==> src/rtl/sm_proto_driver_pkg.sv <==
// Shared definitions for the handshake initiator: FSM state encoding,
// responder drive vectors, expected responder output codes and small helpers.
package sm_proto_driver_pkg;

    typedef enum logic [3:0] {
        ST_IDLE,
        ST_GO_S1,
        ST_WAIT_S1,
        ST_GO_S2,
        ST_WAIT_S2,
        ST_GO_ID,
        ST_WAIT_ID,
        ST_DONE,
        ST_FAIL,
        ST_REC_KICK,
        ST_REC_WAIT,
        ST_HUNG
    } state_t;

    // Drive vectors on {i1,i2}
    localparam logic [1:0] HOLD_IDLE = 2'b00;
    localparam logic [1:0] PULSE_S1  = 2'b11;
    localparam logic [1:0] PULSE_S2  = 2'b11;
    localparam logic [1:0] HOLD_S1   = 2'b10;
    localparam logic [1:0] HOLD_S2   = 2'b01;
    localparam logic [1:0] PULSE_ID  = 2'b10;
    localparam logic [1:0] REC_PULSE = 2'b01;

    // Expected responder codes on {o1,o2,err}
    localparam logic [2:0] EXP_S1  = 3'b100;
    localparam logic [2:0] EXP_S2  = 3'b010;
    localparam logic [2:0] EXP_ID  = 3'b000;
    localparam logic [2:0] EXP_ERR = 3'b111;

    // Cycles at the start of REC_WAIT whose registered observation still
    // reflects the responder before the recovery kick took effect.
    localparam int unsigned REC_SETTLE = 2;

    function automatic logic [1:0] drive_for(input state_t s);
        case (s)
            ST_GO_S1:    return PULSE_S1;
            ST_WAIT_S1:  return HOLD_S1;
            ST_GO_S2:    return PULSE_S2;
            ST_WAIT_S2:  return HOLD_S2;
            ST_GO_ID:    return PULSE_ID;
            ST_REC_KICK: return REC_PULSE;
            default:     return HOLD_IDLE;
        endcase
    endfunction

    function automatic logic is_wait(input state_t s);
        return (s == ST_WAIT_S1) || (s == ST_WAIT_S2) ||
               (s == ST_WAIT_ID) || (s == ST_REC_WAIT);
    endfunction

endpackage

==> src/rtl/sm_proto_driver_if.sv <==
// Bundles the control-sequencer handshake and the responder bus of the
// initiator.
//   master : the initiator (drives i1/i2 and status, reads start and o1/o2/err)
//   slave  : the surrounding sequencer/responder side
interface sm_proto_driver_if #(
    parameter int unsigned RW = 2
);
    logic          start;
    logic          ready;
    logic          busy;
    logic          done;
    logic          fail;
    logic          hung;
    logic [RW-1:0] retries;
    logic          i1;
    logic          i2;
    logic          o1;
    logic          o2;
    logic          err;

    modport master (
        input  start, o1, o2, err,
        output i1, i2, ready, busy, done, fail, hung, retries
    );

    modport slave (
        output start, o1, o2, err,
        input  i1, i2, ready, busy, done, fail, hung, retries
    );
endinterface

==> src/rtl/sm_proto_driver_timer.sv <==
// Wait-state timeout counter. Counts enabled cycles from zero after a clear
// and saturates at LIMIT, where expired is raised.
//   clk     : clock, rising edge
//   nrst    : synchronous active-low reset
//   clr     : force count to zero
//   en      : count this cycle
//   count   : current count
//   expired : count == LIMIT
module sm_proto_driver_timer #(
    parameter int unsigned W     = 5,
    parameter int unsigned LIMIT = 15
) (
    input  logic         clk,
    input  logic         nrst,
    input  logic         clr,
    input  logic         en,
    output logic [W-1:0] count,
    output logic         expired
);
    assign expired = (count == W'(LIMIT));

    always_ff @(posedge clk) begin
        if (!nrst) begin
            count <= '0;
        end else if (clr) begin
            count <= '0;
        end else if (en && !expired) begin
            count <= count + W'(1);
        end
    end
endmodule

==> src/rtl/sm_proto_driver.sv <==
// Initiator for the IDLE/S1/S2/ERROR i1/i2 handshake responder. On start it
// walks the responder IDLE->S1->S2->IDLE, checking each state from the
// registered responder outputs; on err or timeout it issues a recovery kick
// and retries up to RETRY_MAX times.
//   clk  : clock, rising edge
//   nrst : synchronous active-low reset
//   bus  : master side: start in; o1/o2/err in; i1/i2 out (registered);
//          ready, busy, done (pulse), fail (pulse), hung (sticky), retries out
module sm_proto_driver
    import sm_proto_driver_pkg::*;
#(
    parameter int unsigned TIMEOUT   = 16,
    parameter int unsigned TO_W      = 5,
    parameter int unsigned RETRY_MAX = 2,
    parameter int unsigned RW        = 2
) (
    input  logic               clk,
    input  logic               nrst,
    sm_proto_driver_if.master  bus
);
    state_t          state;
    state_t          state_nx;
    logic [2:0]      obs_q;
    logic [1:0]      drv_q;
    logic [RW-1:0]   retries_q;
    logic [RW-1:0]   retries_nx;
    logic [TO_W-1:0] tmr_cnt;
    logic            tmr_exp;
    logic            obs_err;

    // Timer is held clear outside wait states, so it reads zero on the
    // first cycle of every wait state and reaches TIMEOUT-1 on the last.
    sm_proto_driver_timer #(
        .W     (TO_W),
        .LIMIT (TIMEOUT - 1)
    ) u_timer (
        .clk     (clk),
        .nrst    (nrst),
        .clr     (!is_wait(state)),
        .en      (is_wait(state)),
        .count   (tmr_cnt),
        .expired (tmr_exp)
    );

    assign obs_err = obs_q[0];

    always_ff @(posedge clk) begin
        if (!nrst) begin
            state     <= ST_IDLE;
            obs_q     <= '0;
            drv_q     <= HOLD_IDLE;
            retries_q <= '0;
        end else begin
            state     <= state_nx;
            obs_q     <= {bus.o1, bus.o2, bus.err};
            // Drive is registered from the next state so it lines up with
            // the state register instead of lagging it by a cycle.
            drv_q     <= drive_for(state_nx);
            retries_q <= retries_nx;
        end
    end

    always_comb begin
        state_nx   = state;
        retries_nx = retries_q;
        case (state)
            ST_IDLE: begin
                if (bus.start) begin
                    state_nx   = ST_GO_S1;
                    retries_nx = '0;
                end
            end
            ST_GO_S1: state_nx = ST_WAIT_S1;
            ST_WAIT_S1: begin
                if (obs_err) state_nx = ST_REC_KICK;
                else if (obs_q == EXP_S1) state_nx = ST_GO_S2;
                else if (tmr_exp) state_nx = ST_REC_KICK;
            end
            ST_GO_S2: state_nx = ST_WAIT_S2;
            ST_WAIT_S2: begin
                if (obs_err) state_nx = ST_REC_KICK;
                else if (obs_q == EXP_S2) state_nx = ST_GO_ID;
                else if (tmr_exp) state_nx = ST_REC_KICK;
            end
            ST_GO_ID: state_nx = ST_WAIT_ID;
            ST_WAIT_ID: begin
                if (obs_err) state_nx = ST_REC_KICK;
                else if (obs_q == EXP_ID) state_nx = ST_DONE;
                else if (tmr_exp) state_nx = ST_REC_KICK;
            end
            ST_DONE:     state_nx = ST_IDLE;
            ST_FAIL:     state_nx = ST_IDLE;
            ST_REC_KICK: state_nx = ST_REC_WAIT;
            ST_REC_WAIT: begin
                if (tmr_cnt >= TO_W'(REC_SETTLE) && obs_q == EXP_ID) begin
                    if (retries_q < RW'(RETRY_MAX)) begin
                        state_nx   = ST_GO_S1;
                        retries_nx = retries_q + RW'(1);
                    end else begin
                        state_nx = ST_FAIL;
                    end
                end else if (tmr_exp) begin
                    state_nx = ST_HUNG;
                end
            end
            ST_HUNG: state_nx = ST_HUNG;
            default: state_nx = ST_IDLE;
        endcase
    end

    assign bus.i1      = drv_q[1];
    assign bus.i2      = drv_q[0];
    assign bus.ready   = (state == ST_IDLE);
    assign bus.busy    = (state != ST_IDLE) && (state != ST_HUNG);
    assign bus.done    = (state == ST_DONE);
    assign bus.fail    = (state == ST_FAIL);
    assign bus.hung    = (state == ST_HUNG);
    assign bus.retries = retries_q;
endmodule

==> src/flat_wrapper.sv <==
// flat-port wrapper written by rule: the top's interface ports become plain ports
module sm_proto_driver_flat import sm_proto_driver_pkg::*;
#(
    parameter int unsigned TIMEOUT   = 16,
    parameter int unsigned TO_W      = 5,
    parameter int unsigned RETRY_MAX = 2,
    parameter int unsigned RW        = 2
)
  (clk, nrst, bus_start, bus_o1, bus_o2, bus_err, bus_i1, bus_i2, bus_ready, bus_busy, bus_done, bus_fail, bus_hung, bus_retries);
  sm_proto_driver_if #(.RW(RW)) bus_i ();
  input  logic clk;
  input  logic nrst;
  input wire logic [$bits(bus_i.start)-1:0] bus_start;
  input wire logic [$bits(bus_i.o1)-1:0] bus_o1;
  input wire logic [$bits(bus_i.o2)-1:0] bus_o2;
  input wire logic [$bits(bus_i.err)-1:0] bus_err;
  output wire logic [$bits(bus_i.i1)-1:0] bus_i1;
  output wire logic [$bits(bus_i.i2)-1:0] bus_i2;
  output wire logic [$bits(bus_i.ready)-1:0] bus_ready;
  output wire logic [$bits(bus_i.busy)-1:0] bus_busy;
  output wire logic [$bits(bus_i.done)-1:0] bus_done;
  output wire logic [$bits(bus_i.fail)-1:0] bus_fail;
  output wire logic [$bits(bus_i.hung)-1:0] bus_hung;
  output wire logic [$bits(bus_i.retries)-1:0] bus_retries;
  assign bus_i.start = bus_start;
  assign bus_i.o1 = bus_o1;
  assign bus_i.o2 = bus_o2;
  assign bus_i.err = bus_err;
  assign bus_i1 = bus_i.i1;
  assign bus_i2 = bus_i.i2;
  assign bus_ready = bus_i.ready;
  assign bus_busy = bus_i.busy;
  assign bus_done = bus_i.done;
  assign bus_fail = bus_i.fail;
  assign bus_hung = bus_i.hung;
  assign bus_retries = bus_i.retries;
  sm_proto_driver #(.TIMEOUT(TIMEOUT), .TO_W(TO_W), .RETRY_MAX(RETRY_MAX), .RW(RW)) u_core (.clk(clk), .nrst(nrst), .bus(bus_i));
endmodule
==> config.mk <==
export PLATFORM = sky130hd
export DESIGN_NAME = sm_proto_driver_flat
export DESIGN_NICKNAME = d
export VERILOG_FILES = /design/src/rtl/sm_proto_driver_pkg.sv /design/src/rtl/sm_proto_driver_if.sv /design/src/rtl/sm_proto_driver_timer.sv /design/src/rtl/sm_proto_driver.sv /design/src/flat_wrapper.sv
export SDC_FILE = /design/constraint.sdc
export NUM_CORES = 1
export LEC_CHECK = 0
export ABC_AREA = 1
export BUFFER_PORTS_ARGS = -buffer_cell sky130_fd_sc_hd__buf_2
export CAP_MARGIN = 30
export CORE_MARGIN = 2
export CORE_UTILIZATION = 45
export CTS_BUF_LIST = sky130_fd_sc_hd__clkbuf_16
export CTS_CLUSTER_SIZE = 12
export DETAILED_ROUTE_END_ITERATION = 16
export PLACE_DENSITY = 0.77
export SYNTH_ARGS = -nofsm -noshare
export SYNTH_HDL_FRONTEND = slang
export SYNTH_SLANG_ARGS = --single-unit
==> constraint.sdc <==
create_clock -name clk -period 2.9 [get_ports clk]
set_clock_uncertainty 0.1 [all_clocks]
set_input_delay 0.29 -clock clk [delete_from_list [all_inputs] [get_ports clk]]
set_output_delay 0.29 -clock clk [all_outputs]
set_load 0.01 [all_outputs]
==> impl_metrics.yaml, run 1 <==
floorplanning:
  row_count: 17
  io_pins: 15
  dieArea_um2: 2600
  core-area_um2: 2150
  die_h_um: 51.0
  start_util_pct: 46.2
  die_x_um: 51.0
clocking:
  cts_resized: 0
  worst_setup_hold_path_clk_slew_ns: 0.05
  clk_latency_ns: 0.24
  postCtsSetupBuffers: 0
  clock-root-buffer: "clkbuf_16"
  hold_buffers: 0
  clock-sinks: 16
  numCtsBuffers: 3
  cts_max_level: 1
  cts_tree: "yes"
  clk_path_buf_depth: 2
detailed_routing:
  drt-initial-drc-count: 32
  num_vias: 1005
  drc_errors: 0
  wirelength_um: 2220
  wl_per_cell_um: 11.2
  viasPerCell: 5.08
  antenna_left: 0
  first_pass_iters: 4
logic_synthesis:
  ys_ff_latch: 16
  syn_area_um2: 993
  synth.distinct_cells: 24
  ys.flop_type: "dfxtp_1"
  syn_avg_cell_area_um2: 6.49
  synth_fp_nets: 162
  synth_warnings: 0
  netlist_instances: 153
  synth_top_area_share_pct: 32.2
  synth_edf_count: 0
  yosysSeqAreaShare_pct: 32.2
  async_flop_share_pct: 0
  synthTopCellsByArea: "dfxtp_1, nand2_1, nor2_1"
  netlist.top_cell.by_area: "dfxtp_1"
timing:
  setup_slack_ns: 0.813
  fin_tns_setup_ns: 0
  min_period_ns: 2.09
  slew_headroom_pct: 82.7
  final_max_slew_viol_count: 0
  tightest_slew_ns: 0.260
  rsz0062_at_grt: "no"
  max_freq_mhz: 479
  whs_ns: 0.125
  fin_crit_sh_pct: 72.0
  report.final.hold_viol_count: 0
  setup_viol: 0
placed_design:
  gp_congestion: 0.966
  place_hpwl_um: 1740
  dpl_worst_slack_ns: 0.838
  dp.cells: 194
  placed_area_um2: 1090
  numPortBuffers: 14
grt:
  antenna_found_initial: 0
  grt_max_degree: 11
  grt_pass1_wl_um: 3900
  grt_pass1_vias: 942
  grt_usage_pct: 19.2
  grt_overflow: 0
run_status:
  status: "completed"
worst_hold_path:
  hold_path_class: "in2reg"
  holdPathStages: 3
finish:
  post-route-util_pct: 54.3
  final_cell_mix: "nand2_1, nor2_1, inv_1, dfxtp_1, buf_2"
  final_area_um2: 1170
  diodes: 0
  layout-drive-gt1-share_pct: 20.6
  nets: 180
  final_common_cell: "nand2_1"
  layout.cells.non_filler: 198
  area_growth_pct: 17.4
pwr:
  leakagePower_nw: 0.602
  p_per_area_nw_per_um2: 513
  vdd_drop_max_mv: 0.310
  p_total_mw: 0.598
setup_path:
  worstPathArrival_ns: 2.17
  worstPathRequired_ns: 2.98
  reg2reg_depth: 14
  crit_path_max_fanout: 10
  crit_type: "reg2reg"
  worst_setup_path_start_kind: "flop"
  worstSetupEndpointType: "flop"
flow_run:
  maxCapViolations: 0
## cell usage after synthesis (3+ instances only)
cell and n:
nand3_1 10, dfxtp_1 16, a21oi_1 6, ha_1 3, nand2_2 5, nand2_1 38
inv_2 5, nor2_1 26, nand4_1 4, inv_1 16, nor2_2 4, o21ai_0 5
## final timing paths
| check | slack, ns | to | from |
|---|---|---|---|
| worst max register to register | 0.81 | u_core.drv_q[0]$_SDFF_PN0_ | u_core.u_timer.count[1]$_SDFFE_PN0P_ |
| worst min register to register | 0.38 | u_core.bus.retries[1]$_SDFFE_PN0P_ | u_core.bus.retries[0]$_SDFFE_PN0P_ |
| worst min-delay path | 0.12 | u_core.obs_q[1]$_SDFF_PN0_ | bus_o2 |
| worst max-delay path | 0.81 | u_core.drv_q[0]$_SDFF_PN0_ | u_core.u_timer.count[1]$_SDFFE_PN0P_ |
## power by group
group,internal (mW),switching (mW),leakage [nW]
Clock,0.183,0.0869,0.0385
Combinational,0.0308,0.0551,0.432
Sequential,0.232,0.00997,0.131
## worst max-delay path, stage by stage, from the launching register on
cell and delay [ns]:
dfxtp_1 0.35, ha_1 0.22, and3_1 0.19, ha_1 0.24, inv_2 0.16, nand2_1 0.09, nor2_1 0.11, a21oi_2 0.04
nor2_1 0.08, nand2_1 0.06, nor2_2 0.10, nand3_1 0.10, nand2_1 0.08, nand2_1 0.05, nor2_1 0.07
## registers in the layout, indices dropped and copies added (netlist names)
name                  cells
u_core.drv_q              2
u_core.obs_q              3
u_core.bus.retries        2
u_core.state              4
u_core.u_timer.count      5
## cell type report
| cell class | count | area, um^2 |
|---|---|---|
| clock buffers | 3 | 75.1 |
| inverters | 21 | 78.8 |
| flip-flops and latches | 16 | 320 |
| clock inverters | 1 | 3.75 |
| fillers | 196 | 982 |
| well taps | 28 | 35.0 |
| repair buffers | 14 | 70.1 |
| multi-input cells | 115 | 583 |
## logic make-up (layout without fill, tap and decap cells)
logic type               count (synthesis)  count (layout)  share of synthesized area, %
XOR/XNOR                                 2               2                          1.76
AO/OA/AOI/OAI                           18              18                          11.1
flip-flops                              16              16                          32.2
AND/OR/NAND/NOR                         92              92                          42.1
buffers and inverters                   22              39                          9.07
adder cells (fa/ha/maj)                  3               3                          3.78
## per-layer routing
layer	GRT usage (%)	part of all wire [%]	vias up
met1	23.4	46	455
met3	3.80	4.2	2
met4	4.95	0.36	0
li1	-	-	524
met5	0	0	-
met2	34.4	49	24
(Power assumes the default switching activity.)
==> run 2: changes to the inputs <==
PLACE_DENSITY = 0.8   (was 0.77)
clock period = 1.77 ns   (was 2.9 ns; I/O delays follow)
==> impl_metrics.yaml, run 2 (same netlist as run 1, synthesis figures left out) <==
finish:
  largest_reg_flops: 5
  reg_top3: "u_core.u_timer.count (5), u_core.state (4), u_core.obs_q (3)"
  layout-drive-gt1-share_pct: 32.2
  largest_register: "u_core.u_timer.count"
  area_growth_pct: 29.0
  layout.cells.non_filler: 202
  final_common_cell: "nand2_1"
  final_cell_mix: "nand2_1, nor2_1, inv_1"
  diodes: 0
  nets: 185
grt:
  antenna_found_initial: 0
  grt_max_degree: 10
  grt_overflow: 0
  grt_pass1_vias: 964
  grt_pass1_wl_um: 4110
  grt_usage_pct: 20.6
clocking:
  cts_tree: "yes"
  clk_latency_ns: 0.24
  clk_path_buf_depth: 2
  numCtsBuffers: 3
  clock-root-buffer: "clkbuf_16"
  clock-sinks: 16
  worst_setup_hold_path_clk_slew_ns: 0.05
  cts_max_level: 1
run_status:
  violations: "negative setup slack"
  status: "finished, violations left"
setup_path:
  rr_startpoint: "u_core.u_timer.count[1]$_SDFFE_PN0P_"
  worstSetupEndpointType: "flop"
  worst_path_most_repeated_cell: "nor2_1"
  path_cells: "ha_4 > and3_4 > ha_4 > inv_4 > nand2_4 > nor2_4 > a21oi_2 > nor2_1 > nand2_1 > nor2_2 > nor2_1 > a21oi_1 > nor2_1"
  r2r_slack_ns: -0.05
  worstPathArrival_ns: 1.85
  worstPathRequired_ns: 1.80
  worst_setup_path_start_kind: "flop"
  crit_path_max_fanout: 4
  cpPeakStageDelay_ns: 0.33
  cp_slowest_cell: "dfxtp_2"
  crit_family: "simple AND/OR/NAND/NOR gates"
  crit_type: "reg2reg"
  path_buf_inv: 1
  setup.worst_path.start: "u_core.u_timer.count[1]$_SDFFE_PN0P_"
pwr:
  leakagePower_nw: 0.632
  seqPwrFrac_pct: 40.3
  p_int_mw: 0.735
  p_clk_share_pct: 43.5
  vdd_drop_max_mv: 0.784
  switchingPower_mw: 0.254
  combinationalPowerShare_pct: 16.2
  p_per_area_nw_per_um2: 771
  switching_share_pct: 25.7
floorplanning:
  row_count: 17
  die_x_um: 51.0
  core-area_um2: 2150
  start_util_pct: 46.2
  die_h_um: 51.0
  dieArea_um2: 2600
  io_pins: 15
timing:
  final_max_slew_viol_count: 0
  tightest_slew_ns: 0.301
  fin_crit_sh_pct: 103
  slew_headroom_pct: 79.9
  setup_viol: 1
  rsz0062_at_grt: "yes"
  min_period_ns: 1.82
  report.final.hold_viol_count: 0
  setup_slack_ns: -0.0504
  max_freq_mhz: 549
worst_hold_path:
  min_from: "bus_err"
  hold_path_class: "in2reg"
detailed_routing:
  wirelength_um: 2520
  drt-initial-drc-count: 43
  drc_errors: 0
  viasPerCell: 5.33
  wl_per_cell_um: 12.5
  antenna_left: 0
  first_pass_iters: 4
  num_vias: 1076
placed_design:
  dpl_worst_slack_ns: -0.0534
  dp.cells: 197
  numPortBuffers: 14
  place_hpwl_um: 1800
  gp_congestion: 0.910
flow_run:
  maxCapViolations: 0
==> run 2: cell types whose count changed in the layout (fill, tap and decap cells not counted), sizes merged <==
cell and delta:
buf +5, clkinv -1
==> run 2: worst paths after layout <==
path                                             end  depth (start not counted)
setup / recovery          u_core.drv_q[0]$_SDFF_PN0_                         13
hold / removal            u_core.obs_q[0]$_SDFF_PN0_                          3
setup reg to reg          u_core.drv_q[0]$_SDFF_PN0_                         13
hold reg to reg   u_core.bus.retries[1]$_SDFFE_PN0P_                          2
==> run 2: cell type report <==
cell class / count / area [um^2]
clock buffer: 3 / 75.1
fill: 190 / 867
inverter: 21 / 81.3
multi-input combinational: 115 / 656
sequential: 16 / 323
tap: 28 / 35.0
timing repair buffer: 19 / 111
==> run 2: timing repair <==
item | CTS | global route
resized for setup | 8 | 10
setup buffers | 3 | 1
hold buffers | 0 | 0
pin swaps | 4 | 10
setup endpoints to repair | 2 | 8
==> run 2: per-stage QoR <==
stage	util [%]	cell area (um^2)	power [mW]	setup TNS, ns	hold slack, ns
2_1_floorplan	-	1020	0.505	0	0.175
3_3_place_gp	52.8	1130	0.541	0	0.263
3_5_place_dp	52.8	1130	0.548	-0.0776	0.262
4_1_cts	58.9	1260	0.985	-0.0671	0.0121
5_1_grt	59.6	1280	1.03	-0.418	0.0200
6_report	59.6	1280	0.988	-0.0504	0.0133
==> run 2: worst register-to-register path: cells and delay by family (launching register included) <==
family                   cells  cell delay [ns]
buffers and inverters        1             0.07
flip-flops                   1             0.33
adder cells (fa/ha/maj)      2             0.33
AND/OR/NAND/NOR              8             0.74
AO/OA/AOI/OAI                2             0.16
==> run 2: power by group through the flow <==
stage                     sequential, mW  clock, mW  combinational [mW]
after floorplan                    0.405          0              0.0991
after global placement             0.401          0               0.140
after detailed placement           0.403          0               0.145
after CTS                          0.397      0.434               0.154
after global routing               0.400      0.450               0.178
final                              0.398      0.430               0.160
==> run 2: per-layer routing <==
metal  part of all wire (%)  global-route usage (%)
met5                      0                       0
met4                    2.4                    7.21
met3                    5.2                    3.22
met2                     49                    36.1
met1                     44                    25.4
==> run 3: changes to the inputs <==
PLACE_DENSITY = 0.68   (was 0.8)
==> impl_metrics.yaml, run 3 (same netlist as run 1, synthesis figures left out) <==
pwr:
  p_per_area_nw_per_um2: 789
  leakagePower_nw: 0.623
  vdd_drop_max_mv: 0.578
  p_total_mw: 0.994
flow_run:
  maxCapViolations: 0
grt:
  antenna_found_initial: 0
  grt_pass1_wl_um: 4050
  grt_usage_pct: 20.5
  grt_overflow: 0
  grt_max_degree: 10
  grt_pass1_vias: 933
finish:
  nets: 183
  area_growth_pct: 26.8
  reg_top3: "u_core.u_timer.count (5), u_core.state (4), u_core.obs_q (3)"
  final_area_um2: 1260
  final_common_cell: "nand2_1"
  final_cell_mix: "nand2_1, nor2_1, inv_1"
  largest_register: "u_core.u_timer.count"
  diodes: 0
  largest_reg_flops: 5
  layout-drive-gt1-share_pct: 30.1
  fillCellCount: 218
timing:
  report.final.hold_viol_count: 0
  setup_slack_ns: -0.0283
  tightest_slew_ns: 0.250
  slew_headroom_pct: 83.2
  rsz0062_at_grt: "yes"
  setup_viol: 1
  final_max_slew_viol_count: 0
  min_period_ns: 1.80
  fin_crit_sh_pct: 102
  max_freq_mhz: 556
floorplanning:
  die_h_um: 51.0
  start_util_pct: 46.2
  io_pins: 15
  die_x_um: 51.0
  core-area_um2: 2150
  dieArea_um2: 2600
  row_count: 17
run_status:
  violations: "negative setup slack"
  status: "finished, violations left"
clocking:
  numCtsBuffers: 3
  clock-sinks: 16
  cts_tree: "yes"
  worst_setup_hold_path_clk_slew_ns: 0.05
  cts_max_level: 1
  hold_buffers: 0
  clk_latency_ns: 0.25
  clock-root-buffer: "clkbuf_16"
  clk_path_buf_depth: 2
setup_path:
  worstPathRequired_ns: 1.81
  crit_path_max_fanout: 5
  worst_setup_path_start_kind: "flop"
  crit_type: "reg2reg"
  worstPathArrival_ns: 1.84
  worstSetupEndpointType: "flop"
worst_hold_path:
  hold_path_class: "in2reg"
detailed_routing:
  first_pass_iters: 4
  num_vias: 1003
  drc_errors: 0
  antenna_left: 0
  drt-initial-drc-count: 31
  wl_per_cell_um: 11.2
  wirelength_um: 2250
  viasPerCell: 4.99
placed_design:
  place_hpwl_um: 1780
  numPortBuffers: 14
  gp_congestion: 0.882
  placed_area_um2: 1130
run 3: cell types whose count changed in the layout (fill, tap and decap cells not counted):
cell	previous run	this run
o21ai_0	3	5
buf_4	4	3
buf_6	1	0
clkinv_1	0	1
nand2_1	34	35
nand2_2	8	7
o21ai_1	1	0
o21ai_2	1	0
run 3: stage by stage:
step	worst slack, ns	utilization [%]	hold WS, ns	setup TNS, ns	instances
after CTS	-0.0219	57.4	0.00850	-0.0219	201
after detailed placement	-0.0593	52.8	0.264	-0.102	197
after global placement	-0.00311	52.8	0.259	-0.00311	197
after floorplan	0.00401	-	0.175	0	153
after global routing	-0.181	58.6	0.0366	-0.380	201
final	-0.0283	58.6	0.00816	-0.0283	201
run 3: repair_timing:
action                                  CTS  global route
resized for setup                         5             8
pin swaps                                 2             8
buffers inserted                          0             1
endpoints found under the setup margin    3             5
run 3: cell type report:
class	instances	area, um^2	area share, %
clock buffer	3	75.1	5.96
multi-input combinational	115	649	51.5
inverter	21	81.3	6.45
timing repair buffer	17	92.6	7.35
clock inverter	1	3.75	0.298
sequential	16	323	25.6
tap	28	35.0	2.78
run 3: final timing paths:
kind	startpoint	to	slack, ns	cells after the start
max	u_core.u_timer.count[0]$_SDFFE_PN0P_	u_core.drv_q[0]$_SDFF_PN0_	-0.03	13
min	bus_o1	u_core.obs_q[2]$_SDFF_PN0_	0.008	3
max reg2reg	u_core.u_timer.count[0]$_SDFFE_PN0P_	u_core.drv_q[0]$_SDFF_PN0_	-0.03	13
min reg2reg	u_core.bus.retries[0]$_SDFFE_PN0P_	u_core.bus.retries[0]$_SDFFE_PN0P_	0.38	2
run 3: routing by layer:
metal | GRT usage [%] | up-vias | share of wire [%]
li1 | - | 530 | -
met1 | 28.3 | 451 | 51
met2 | 31.2 | 18 | 43
met3 | 4.09 | 4 | 4.5
met4 | 8.11 | 0 | 1.7
met5 | 0 | - | 0
run 3: worst max-delay path, stage by stage (launching register included):
cell	delay [ns]
dfxtp_2	0.33
ha_4	0.16
and3_4	0.18
ha_4	0.17
inv_4	0.07
nand2_4	0.06
nor2_4	0.08
a21oi_2	0.03
nor2_1	0.09
nand2_1	0.07
nor2_2	0.12
nor2_1	0.07
a21oi_1	0.12
nor2_1	0.06
run 3: power by group:
part | switching (mW) | internal (mW) | total (mW)
Combinational | 0.0977 | 0.0576 | 0.155
Sequential | 0.0175 | 0.381 | 0.398
Clock | 0.141 | 0.300 | 0.440
Total | 0.256 | 0.738 | 0.994
